--- src/rtl/secuenciador_formato_hora.sv ---
// Writes the requested RTC format flags as a two-word sequence (INI, FIN) over a
// valid/ready bus, with auto-update on flag change, request queuing and timeout.
module secuenciador_formato_hora #(
   parameter int         DATA_W   = 8,
   parameter int         N_FLAGS  = 2,
   parameter int         FLAG_LSB = 3,
   parameter logic [2:0] CMD_INI  = 3'b000,
   parameter logic [2:0] CMD_FIN  = 3'b001,
   parameter bit         AUTO_UPD = 1'b1,
   parameter int         TO_CYC   = 255
) (
   input  logic               clk,
   input  logic               reset,
   input  logic               start,
   input  logic [N_FLAGS-1:0] flags,
   output logic [DATA_W-1:0]  wr_data,
   output logic               wr_valid,
   input  logic               wr_ready,
   output logic               busy,
   output logic               done,
   output logic               err,
   output logic [N_FLAGS-1:0] flags_act
);

   generate
      if (DATA_W < 3 + N_FLAGS + FLAG_LSB) begin : g_bad_layout
         $error("secuenciador_formato_hora: DATA_W too small for command and flag fields");
      end
   endgenerate

   // Counter holds TO_CYC itself; a disabled timeout still needs one bit.
   localparam int CW = (TO_CYC == 0) ? 1 : $clog2(TO_CYC + 1);
   localparam logic [CW-1:0] CNT_LAST = CW'((TO_CYC == 0) ? 0 : TO_CYC - 1);

   typedef enum logic [1:0] {
      IDLE,
      SEND_WI,
      SEND_WF,
      FIN
   } state_t;

   state_t             state_q;
   state_t             state_d;
   logic [N_FLAGS-1:0] flags_q;
   logic               pending_q;
   logic [CW-1:0]      cnt_q;
   logic               err_q;

   logic               request;
   logic               new_req_busy;
   logic               timeout;
   logic [2:0]         cmd;

   // NOTE: every output of this block gets a default first so no latch is inferred.
   always_comb begin
      state_d      = state_q;
      request      = start || pending_q || (AUTO_UPD && (flags != flags_act));
      new_req_busy = start || (AUTO_UPD && (flags != flags_q));
      timeout      = (TO_CYC != 0) && !wr_ready && (cnt_q == CNT_LAST);
      busy         = (state_q != IDLE);
      done         = (state_q == FIN);
      wr_valid     = (state_q == SEND_WI) || (state_q == SEND_WF);
      cmd          = (state_q == SEND_WF) ? CMD_FIN : CMD_INI;
      wr_data      = '0;
      if (wr_valid) begin
         wr_data[DATA_W-1 -: 3]        = cmd;
         wr_data[FLAG_LSB +: N_FLAGS]  = flags_q;
      end

      case (state_q)
         IDLE: begin
            if (request) state_d = SEND_WI;
         end
         SEND_WI: begin
            if (wr_ready)     state_d = SEND_WF;
            else if (timeout) state_d = IDLE;
         end
         SEND_WF: begin
            if (wr_ready)     state_d = FIN;
            else if (timeout) state_d = IDLE;
         end
         FIN:     state_d = IDLE;
         default: state_d = IDLE;
      endcase
   end

   assign err = err_q;

   // NOTE: sequential state uses non-blocking assignments only, so every register
   // sees the values from before the edge.
   always_ff @(posedge clk) begin
      if (reset) begin
         state_q   <= IDLE;
         flags_q   <= '0;
         flags_act <= '0;
         pending_q <= 1'b0;
         cnt_q     <= '0;
         err_q     <= 1'b0;
      end else begin
         state_q <= state_d;
         err_q   <= 1'b0;
         case (state_q)
            IDLE: begin
               if (request) begin
                  flags_q   <= flags;
                  pending_q <= 1'b0;
                  cnt_q     <= '0;
               end
            end
            SEND_WI, SEND_WF: begin
               if (new_req_busy) pending_q <= 1'b1;
               if (wr_ready) begin
                  cnt_q <= '0;
               end else begin
                  if (cnt_q != '1) cnt_q <= cnt_q + 1'b1;
                  if (timeout)     err_q <= 1'b1;
               end
            end
            FIN: begin
               if (new_req_busy) pending_q <= 1'b1;
               flags_act <= flags_q;
            end
            default: ;
         endcase
      end
   end

endmodule

--- config.mk ---
export PLATFORM = sky130hd
export DESIGN_NAME = secuenciador_formato_hora
export DESIGN_NICKNAME = d
export VERILOG_FILES = /design/src/rtl/secuenciador_formato_hora.sv
export SDC_FILE = /design/constraint.sdc
export NUM_CORES = 1
export LEC_CHECK = 0
export ABC_CLOCK_PERIOD_IN_PS = 2340
export CAP_MARGIN = 20
export CORE_MARGIN = 1
export CORE_UTILIZATION = 60
export CTS_CLUSTER_SIZE = 24
export DETAILED_ROUTE_END_ITERATION = 16
export DONT_BUFFER_PORTS = 1
export PLACE_DENSITY_LB_ADDON = 0.25
export RECOVER_POWER = 100
export REMOVE_ABC_BUFFERS = 1
export SLEW_MARGIN = 20
export SYNTH_ARGS = -nofsm -noshare
export SYNTH_HDL_FRONTEND = slang
export SYNTH_SLANG_ARGS = --single-unit
--- constraint.sdc ---
create_clock -name clk -period 2.34 [get_ports clk]
set_input_delay 0.117 -clock clk [delete_from_list [all_inputs] [get_ports clk]]
set_output_delay 0.117 -clock clk [all_outputs]
set_load 0.02 [all_outputs]
# Word level (Yosys, flattened, before mapping)
# Cells that the tools add are included.
# totals
regBits	16
latch_bits	0
ram_bits	0
mem_bits_ro	0
input_bits	6
elab_cells	48
mem_count	0
# classes
add_sub_neg	1
multipliers	0
div	0
order_cmp	0
n_eq_ne	10
shift	0
n_mux	15
bitwise	1
reduce_logical	15
# op_table
cell	count
two-way mux 8 bit	3
one-hot mux 8 bit (2 select lines)	1
adder 8 x 1 -> 8 bit, second input constant	1
equality test 8 bit, second input constant	1
two-way mux 2 bit	4
inequality test 8 bit, second input constant	1
one-hot mux 2 bit (4 select lines)	1
OR reduction 3 bit	2
two-way mux 5 bit	1
equality test 2 bit, second input constant	2
logical OR 1 bit	4
two-way mux 1 bit	4
inequality test 2 bit	2
AND reduction 2 bit	2
nonzero test 2 bit	2
inequality test 3 bit, second input constant	1
AND reduction 3 bit	1
equality test 2 x 1 -> 1 bit, second input constant	1
zero test 2 bit	1
inequality test 2 x 1 -> 1 bit, second input constant	1
inequality test 2 bit, second input constant	1
one-hot mux 1 bit (2 select lines)	1
OR reduction 2 bit	1
logical AND 1 bit	1
other kinds (2)	2

# Logic depth before layout (Yosys ltp)
# logic_depth
depth_word	5
depth_mapped	7

# Least setup slack after synthesis
# No wires, ideal clock.
# synth_timing
path_type	flip-flop to flip-flop
from	register state_q[0]
to	register cnt_q[2]
setup_ps	120
t_arrival_ps	1795
t_required_ps	2220
setup_slack_ps	425
stages_incl_launch_ff	8
cell_sequence	dfxtp_1 inv_1 ha_1 or3b_1 buf_4 nor3_1 a211o_2 a211o_1
# synth_via
elab_chain_len	4
elab_cells_between_ends	9
# synth_lines
element	line_no	source
start: declaration	42	state_t state_q;
start signal: assignment	100	state_q <= state_d;
equality test 2 x 1 -> 1 bit or equality test 2 bit (tied branches)	102	case (state_q)
OR reduction 2 bit	102	
inequality test 3 bit (no line) or nonzero test 2 bit (tied branches)	--	
AND reduction 3 bit (no line)	--	
end signal: assignment	115	if (cnt_q != '1) cnt_q <= cnt_q + 1'b1;
end: declaration	46	logic [CW-1:0] cnt_q;
# Parallel ways exist; a longest one is shown, timed or not.
# A chain may end at the register's enable or synchronous reset.

# Final worst setup path
# layout_timing
from	register state_q[0]
to	register state_q[1]
# layout_via
elab_chain_len	2
elab_cells_between_ends	6
# layout_lines
element	line_no	source
equality test 2 bit, or another cell as far along	70	case (state_q)
one-hot mux 2 bit (4 select lines) or inequality test 2 bit (tied branches)	--	
# Parallel ways exist; a longest one is shown, timed or not.

==> results.py <==
metrics = {
    "critical_path": {
        "r2r-end": "state_q[1]",
        "rr_startpoint": "state_q[0]",
        "worst_setup_path_end_kind": "register",
        "r2r_setup_slack_ns": 0.12,
        "cp-start-kind": "register",
        "crit_start": "state_q[0]",
        "slowest_stage": "dlygate4sd3_1",
        "crit_end": "state_q[1]",
        "crit_path_max_incr_delay_ns": 0.57,
        "worstRegToRegCells": 8,
        "path_cells": "inv_1 > ha_2 > inv_2 > nor4b_2 > buf_4 > o21ai_0 > a21oi_1 > dlygate4sd3_1",
        "arrival_ns": 2.47,
        "worstPathMaxFanout": 13,
        "worstPathRequired_ns": 2.59,
        "criticalPathCategory": "register to register",
    },
    "die": {
        "die_area_um2": 1790,
        "rows": 14,
        "ios": 20,
        "die_h_um": 42.3,
        "die_w_um": 42.3,
        "start_util": 0.646,
        "coreArea_um2": 1510,
    },
    "synth": {
        "yosysTopAreaCellShare": 0.329,
        "ys_seq_area_frac": 0.329,
        "synth_top_area_cell": "dfxtp_1",
        "muxShareOfSynthArea": 0.0514,
        "synth_cell_types": 43,
        "synth-adder-area-share": 0.0771,
        "synth_area_um2": 973,
        "synth_ff_type": "dfxtp_1",
        "synth_xor_area_frac": 0.0360,
        "synth_edf_count": 0,
        "synth_seq_cells": 16,
        "async_flop_share": 0,
        "synth_top_family_by_area": "simple AND/OR/NAND/NOR gates",
        "synth-simple-area-share": 0.228,
        "synthCells": 108,
        "synth_warnings": 0,
        "synth_compound_area_frac": 0.193,
        "syn_avg_cell_area_um2": 9.01,
        "ys_top_cells_by_area": "dfxtp_1 (33%), ha_1 (7.7%), mux2i_1 (5.1%), buf_4 (4.6%), nor3_1 (4.1%)",
    },
    "power": {
        "p_total_w": 0.000624,
        "sw_frac_of_total": 0.302,
        "power_frac_seq": 0.472,
        "ir_drop_mv": 0.317,
        "pwr-share-comb": 0.225,
        "intPower_w": 0.000436,
        "pwr-share-clk": 0.302,
        "p_leak_nw": 0.400,
        "powerDensity_nw_per_um2": 600,
        "p_switching_w": 0.000188,
    },
    "drt": {
        "initialDrtViolationCount": 9,
        "antenna_left": 0,
        "routed_wl_mm": 1.98,
        "dr.pass1.iters": 4,
        "drc": 0,
        "vias_per_cell": 6.36,
        "vias": 827,
        "wire_per_inst_um": 15.2,
    },
    "cts": {
        "clk_latency_ns": 0.30,
        "clockBufferDepth": 2,
        "clk_pin_slew_ns": 0.10,
        "clock_sinks": 16,
        "cts_inserted_buffers": 3,
        "cts_root_buffer": "clkbuf_4",
        "cts_htree_levels": 1,
        "cts_tree": "done",
        "cts_setup_buffers": 0,
    },
    "sta": {
        "hold_violations": 0,
        "finalSetupViolations": 0,
        "timing.final.crit_period_ns": 2.22,
        "fin_setup_tns_ns": 0,
        "max_slew_margin": 0.601,
        "skew_ns": 0.0122,
        "fmax_mhz": 451,
        "worstMarginPinSlew_ns": 0.591,
        "min_period_over_period": 0.948,
        "slew_viol_final": 0,
        "rsz0062_at_grt": "false",
    },
    "global_route": {
        "grt_pass1_vias": 802,
        "grt_use_total": 0.253,
        "grt_pass1_wl_mm": 3.39,
        "antenna_found_initial": 0,
        "grt_max_degree": 14,
        "grt_overflow_total": 0,
    },
    "cells_and_area": {
        "diodes": 0,
        "nets": 127,
        "finalInstanceArea_um2": 1040,
        "drive_gt1_frac": 0.105,
        "multiInputGateArea_um2": 591,
        "seq_area_um2": 320,
        "syn_to_final_growth_pct": 6.94,
        "fillers": 111,
    },
    "placed_design": {
        "place.detailed.hpwl_mm": 1.43,
        "gp_congestion": 0.850,
        "io_buffer_count": 0,
        "place_area_um2": 962,
    },
    "status": {
        "status": "finished clean",
    },
    "flow_run": {
        "maxCapViolCount": 0,
    },
    "hold_path": {
        "hold_path.class": "input port to register",
    },
}
-- per-layer routing --
layer / vias up / track usage / wire length, um
li1: 405 / - / -
met1: 394 / 0.278 / 887
met2: 24 / 0.428 / 968
met3: 4 / 0.0991 / 100
met4: 0 / 0.113 / 24
met5: - / 0 / 0
-- worst max-delay path, delay by kind of cell (launching register included) --
family	cells	cell delay, ns
buffers and inverters	4	1.03
adder cells (fa/ha/maj)	1	0.25
AND/OR/NAND/NOR	1	0.28
flip-flops	1	0.35
AO/OA/AOI/OAI	2	0.25
-- layout by cell type (no fill, tap or decap), types with 3 or more instances in the layout --
| cell | synthesis | routed |
|---|---|---|
| nand2_1 | 4 | 4 |
| ha_1 | 6 | 5 |
| nor3_1 | 8 | 8 |
| o21ai_0 | 5 | 5 |
| dfxtp_1 | 16 | 16 |
| o22a_1 | 4 | 4 |
| dlygate4sd3_1 | 0 | 4 |
| clkbuf_4 | 0 | 3 |
| nor2_1 | 7 | 7 |
| nand3_1 | 4 | 4 |
| inv_1 | 4 | 4 |
| conb_1 | 1 | 5 |
| mux2i_1 | 5 | 5 |
-- repair_timing --
item | CTS | global route
hold buffers | 4 | 0
resized for setup | 0 | 1
endpoints found under the setup margin | 0 | 1
hold endpoints to repair | 7 | 0
-- stage by stage --
stage / hold WS, ns / utilization / cells / worst slack, ns
global route: 0.0208 / 0.691 / 130 / 0.0645
floorplan: 0.186 / - / 104 / 0.371
global placement: 0.190 / 0.639 / 122 / 0.321
finish: 0.0206 / 0.691 / 130 / 0.123
detailed placement: 0.191 / 0.639 / 122 / 0.243
CTS: 0.0227 / 0.689 / 130 / 0.0949
-- power groups by stage --
stage | combinational (W) | clock (W) | sequential, W
after floorplan | 0.000106 | 0 | 0.000298
final | 0.000141 | 0.000189 | 0.000295
after global routing | 0.000152 | 0.000203 | 0.000296
after global placement | 0.000128 | 0 | 0.000300
after CTS | 0.000137 | 0.000194 | 0.000295
after detailed placement | 0.000130 | 0 | 0.000301
-- kinds of logic (layout without fill, tap and decap cells) --
family,count (synthesis),count (layout)
fa+ha+maj,6,6
xor+xnor,4,4
flops,16,16
buf+inv,13,15
other cells,1,5
compound gates,25,25
mux,5,5
simple gates,38,38
-- state kept, by name, summed over array words and instances (netlist names) --
signal / cells
cnt_q: 8
flags_act: 2
flags_q: 2
state_q: 2
err: 1
pending_q: 1
-- cell usage after synthesis (4+ instances only) --
master and instances:
dfxtp_1 16, inv_1 4, nand3_1 4, ha_1 6, nor2_1 7, buf_4 6, nand2_1 4, nor3_1 8
o21ai_0 5, mux2i_1 5, o22a_1 4
-- worst min path at each step --
stage	start	end	slack [ns]	cells after the start
2_1_floorplan	reset	state_q[1]	0.19	1
4_1_cts	flags[1]	pending_q	0.02	2
3_5_place_dp	reset	state_q[1]	0.19	1
6_report	flags[0]	pending_q	0.02	2
3_3_place_gp	reset	flags_act[1]	0.19	1
5_1_grt	flags[1]	pending_q	0.02	2
-- area by class of cell --
class,instances,area share
repair buffers,6,0.0529
flip-flops and latches,16,0.308
inverters,5,0.0180
well taps,16,0.0192
multi-input cells,83,0.567
clock buffers,4,0.0349
Power figures use the tool's default switching activity.
